===== config.mk =====
export PLATFORM = sky130hd
export DESIGN_NAME = pc_upstream_arbiter
export DESIGN_NICKNAME = d
export VERILOG_FILES = /design/src/rtl/pc_upstream_arbiter.sv
export SDC_FILE = /design/constraint.sdc
export NUM_CORES = 1
export LEC_CHECK = 0
export BUFFER_PORTS_ARGS = -buffer_cell sky130_fd_sc_hd__buf_4
export CAP_MARGIN = 20
export CORE_UTILIZATION = 46
export DETAILED_ROUTE_END_ITERATION = 16
export MAX_ROUTING_LAYER = met4
export PLACE_DENSITY = 0.93
export SETUP_SLACK_MARGIN = 0.1
export SLEW_MARGIN = 20
export SYNTH_ARGS = -nofsm -noshare
export SYNTH_HDL_FRONTEND = slang
export SYNTH_SLANG_ARGS = --single-unit

===== constraint.sdc =====
create_clock -name clk -period 3.2 [get_ports clk]
set_input_delay 0.16 -clock clk [delete_from_list [all_inputs] [get_ports clk]]
set_output_delay 0.16 -clock clk [all_outputs]
set_load 0.01 [all_outputs]

===== src/rtl/pc_upstream_arbiter.sv =====
// Round-robin merge of NIN word sources onto the single PC upstream channel.
// Multi-word messages keep the grant until their last word, capped at MAX_BURST words.
module pc_upstream_arbiter #(
   parameter int NIN       = 4,
   parameter int NPCcode   = 8,
   parameter int NPCdata   = 24,
   parameter int NOPcode   = 64,
   parameter int MAX_BURST = 16
) (
   input  logic                                clk,
   input  logic                                reset,
   input  logic [NIN-1:0]                      in_v,
   output logic [NIN-1:0]                      in_a,
   input  logic [NIN*(NPCcode+NPCdata)-1:0]    in_d,
   input  logic [NIN-1:0]                      in_last,
   output logic                                out_v,
   input  logic                                out_a,
   output logic [NPCcode+NPCdata-1:0]          out_d,
   output logic [$clog2(NIN)-1:0]              out_src
);

   // state  | meaning
   // IDLE   | round-robin search from rr_ptr, any valid source may win
   // LOCKED | owner is mid-message; only owner may transfer

   localparam int W  = NPCcode + NPCdata;
   localparam int SW = $clog2(NIN);
   localparam int BW = $clog2(MAX_BURST + 1);
   localparam logic [NPCcode-1:0] NOP_C = NPCcode'(NOPcode);
   localparam logic [BW-1:0]      MAX_B = BW'(MAX_BURST);
   localparam logic [BW-1:0]      ONE_B = BW'(1);

   typedef enum logic {S_IDLE, S_LOCKED} state_t;

   state_t          state;
   logic [SW-1:0]   rr_ptr;
   logic [SW-1:0]   owner;
   logic [BW-1:0]   burst_cnt;
   logic            active;

   logic [SW-1:0]   sel;
   logic            found;
   logic [W-1:0]    sel_word;
   logic            sel_nop;
   logic            can_load;
   logic            xfer;
   logic            last_hit;

   function automatic logic [SW-1:0] wrap_add(input logic [SW-1:0] base, input int k);
      int s;
      s = int'(base) + k;
      if (s >= NIN) s = s - NIN;
      return SW'(s);
   endfunction

   // Walk the search order backwards so the nearest valid source to rr_ptr wins.
   always_comb begin
      sel   = rr_ptr;
      found = 1'b0;
      if (state == S_LOCKED) begin
         sel   = owner;
         found = 1'b1;
      end else begin
         for (int k = NIN - 1; k >= 0; k--) begin
            if (in_v[wrap_add(rr_ptr, k)]) begin
               sel   = wrap_add(rr_ptr, k);
               found = 1'b1;
            end
         end
      end
   end

   always_comb begin
      sel_word = in_d[int'(sel)*W +: W];
      sel_nop  = (sel_word[W-1 -: NPCcode] == NOP_C);
      can_load = !out_v || out_a;
      xfer     = active && found && in_v[sel] && (can_load || sel_nop);
      last_hit = in_last[sel] || (burst_cnt + ONE_B == MAX_B);
      in_a     = '0;
      if (xfer) in_a[sel] = 1'b1;
   end

   // active holds off accepts for the first cycle after reset release.
   always_ff @(posedge clk or negedge reset) begin
      if (!reset) begin
         state     <= S_IDLE;
         rr_ptr    <= '0;
         owner     <= '0;
         burst_cnt <= '0;
         active    <= 1'b0;
         out_v     <= 1'b0;
         out_d     <= '0;
         out_src   <= '0;
      end else begin
         active <= 1'b1;
         if (out_v && out_a) out_v <= 1'b0;
         if (xfer && !sel_nop) begin
            out_v   <= 1'b1;
            out_d   <= sel_word;
            out_src <= sel;
         end
         if (xfer) begin
            if (last_hit) begin
               state     <= S_IDLE;
               rr_ptr    <= wrap_add(sel, 1);
               burst_cnt <= '0;
            end else begin
               state     <= S_LOCKED;
               owner     <= sel;
               burst_cnt <= burst_cnt + ONE_B;
            end
         end
      end
   end

endmodule

==> reports/results.txt <==
status: finished with violations
failing checks: setup timing
maxcap violations: 0
Final Setup Violations: 20
post-route ant nets: 0
clk buf depth: 2
r2r startpoint: rr_ptr[1]
Worst EP arrival: 3.52 ns
warning count from the yosys run: 0
CTS tree: yes
commonest non-fill, non-tap cells in the layout: buf_4, nand2_1, dfrtp_1
Post-Route WL: 12000 um
die height: 87.8 um
max-slew violation count: 0
Syn Nets: 521
hpwl dp: 8100 um
P&R area growth vs syn: 60.5%
Final Instance Area: 0.00543 mm2
Total GRT Usage: 29.2%
I/O Buffers: 177
Fillers: 426
Post-route DRC: 0
clock root buffer: clkbuf_8
CP peak stage delay: 0.47 ns
die area: 0.00770 mm2
RD Place Congestion: 0.954
RSZ-0062 raised after global routing: true
clock latency on the worst-skew pair: 0.31 ns
FF+latch count, synth: 46
total grt overflow: 0
worst vdd ir: 0.000552 V
syn avg cell area: 8.97 um2
worst hold path type: in -> reg
WS Path Type: reg -> reg
final hold vios: 0
Mapped Cells: 377
cts bufs inserted: 5
r2r setup slk: -0.14 ns
first-pass GRT wire length: 16600 um
Max Freq: 0.300 GHz
r2r endpoint: out_d[26]
WHS: 0.303 ns
Initial DRC Count: 276
antenna violations before repair: 0
WHS Endpoint: out_d[22]
H-tree depth: 2
total core area: 0.00694 mm2
crit-path most repeated cell: buf_4
worst path cell trace: buf_4 > and3_1 > a2111o_2 > buf_4 > buf_4 > nand2_8 > inv_4 > mux2i_1 > a211o_1 > nor3b_4 > buf_6 > bufbuf_16 > mux2_4
most common cell after layout, fill and taps aside: buf_4
Tcrit/Tclk final: 104%
crit start category: flop
prevailing post-synth register cell: dfrtp_1
Rows: 30
CP bufs+invs: 6
num ports: 178
Wirelength per Cell: 18.0 um
final worst setup slack: -0.135 ns
vias in the first global route: 3430
drt via density: 5.65
starting density of the core: 48.7%
hold path depth: 4
# diodes: 0
skew final: 0.0115 ns
crit end category: flop
Reg2Reg Depth: 13
Slew Limit Headroom: 62.5%
Syn Std Cell Area: 0.00338 mm2
Layout Nets: 713
Power Density: 1030 mW/mm2
slowest CP cell: dfrtp_2
hold path startpoint: in_d[86]
Crit Path Max Fanout: 7
Post-synth EDFFs: 0
CTS sink cnt: 46
Die X: 87.8 um
share of layout cells above drive strength 1: 53.5%
largest net degree at the start of global routing: 53
Clock transition at path regs: 0.09 ns
delay-heaviest family, CP: buffers and inverters
CP required: 3.39 ns
placed inst area: 0.00479 mm2
Post-synth ARST share: 100%
drt pass-1 iters: 5
leakage power: 2.65 nW
FF+latch area: 0.00115 mm2
Slew @ Worst Pin: 0.562 ns
min cycle time layout: 3.34 ns
area occupied by multi-input gates: 0.00229 mm2
distinct cell type count of the synthesized netlist: 49
vias post-DR: 3761
Seq/Total Area, Yosys: 34.0%
[final cells by class]
type / instances / share of cell area, %
clock buffer: 5 / 1.27
clock inverter: 3 / 0.830
inverter: 5 / 0.645
multi-input combinational: 298 / 42.2
sequential: 46 / 21.2
tap: 96 / 2.21
timing repair buffer: 213 / 31.6
[cell families after synthesis]
logic type	Yosys count	synth area share, %
AOI/OAI and AO/OA	94	20.2
and+or+nand+nor	158	22.3
DFF	46	34.0
adders and majority gates	5	1.85
other	1	0.111
muxes	40	16.6
buffers and inverters	33	4.92
[worst register-to-register path, stage by stage (launching register included)]
cell and delay (ns):
dfrtp_2 0.47, buf_4 0.17, and3_1 0.21, a2111o_2 0.43
buf_4 0.18, buf_4 0.15, nand2_8 0.08, inv_4 0.06
mux2i_1 0.14, a211o_1 0.32, nor3b_4 0.26, buf_6 0.17
bufbuf_16 0.28, mux2_4 0.29
[layer usage]
metal	routed length, um	global-route usage, %	part of all wire [%]
met1	4500	33.3	38
met2	6210	48.7	52
met3	812	6.31	6.8
met4	467	13.7	3.9
met5	0	-	0
[flip-flops by register name, indices dropped and copies added (netlist names)]
register	count
rr_ptr	2
owner	2
out_v	1
active	1
out_d	32
out_src	2
burst_cnt	5
state	1
[report_power, final]
group	leakage, nW	internal, W	switching, W	total [W]
clock network	0.0504	0.000232	0.000206	0.000439
registers	0.550	0.000869	0.000241	0.00111
logic	2.05	0.00207	0.00199	0.00407
total	2.65	0.00317	0.00244	0.00561
[synth_stat cells (all sizes together) (6+ instances only)]
| cell type | count | area, um2 |
|---|---|---|
| nand2 | 103 | 389 |
| clkbuf | 18 | 67.6 |
| buf | 10 | 80.1 |
| mux2 | 39 | 552 |
| a31oi | 39 | 250 |
| dfrtp | 46 | 1150 |
| a21oi | 6 | 30.0 |
| a22oi | 8 | 60.1 |
| and3 | 25 | 156 |
| nor2 | 7 | 26.3 |
| o21ai | 19 | 95.1 |
[through the flow]
| stage | utilization, % | TNS, ns | total power, W | setup WS, ns | cells |
|---|---|---|---|---|---|
| final | 78.2 | -1.45 | 0.00561 | -0.135 | 666 |
| after global routing | 78.2 | -5.05 | 0.00597 | -0.224 | 666 |
| after CTS | 75.0 | 0 | 0.00520 | 0.00337 | 659 |
| after detailed placement | 68.9 | 0 | 0.00438 | 0.00426 | 634 |
| after global placement | 68.9 | 0 | 0.00424 | 0.166 | 634 |
| after floorplan | - | 0 | 0.00332 | 0.288 | 377 |
[repair_timing]
item                                    4_1_cts  5_1_grt
cloned                                        2        1
buffers inserted                             14        7
endpoints found under the hold margin        46        0
pin swaps                                     6       14
gates resized for setup                      26       37
endpoints found under the setup margin       45       48
hold buffers                                  1        0
[how the worst max path moves through the flow]
| stage | from | end | slack [ns] | depth (start not counted) |
|---|---|---|---|---|
| after floorplan | rr_ptr[0] | out_d[10] | 0.29 | 11 |
| after global placement | rr_ptr[0] | out_d[30] | 0.17 | 10 |
| after detailed placement | rr_ptr[1] | in_a[1] | 0.004 | 11 |
| after CTS | rr_ptr[1] | in_a[1] | 0.003 | 12 |
| after global routing | rr_ptr[1] | in_a[2] | -0.22 | 12 |
| final | rr_ptr[1] | out_d[26] | -0.14 | 13 |
No activity file was read; power rests on OpenSTA's default activity.
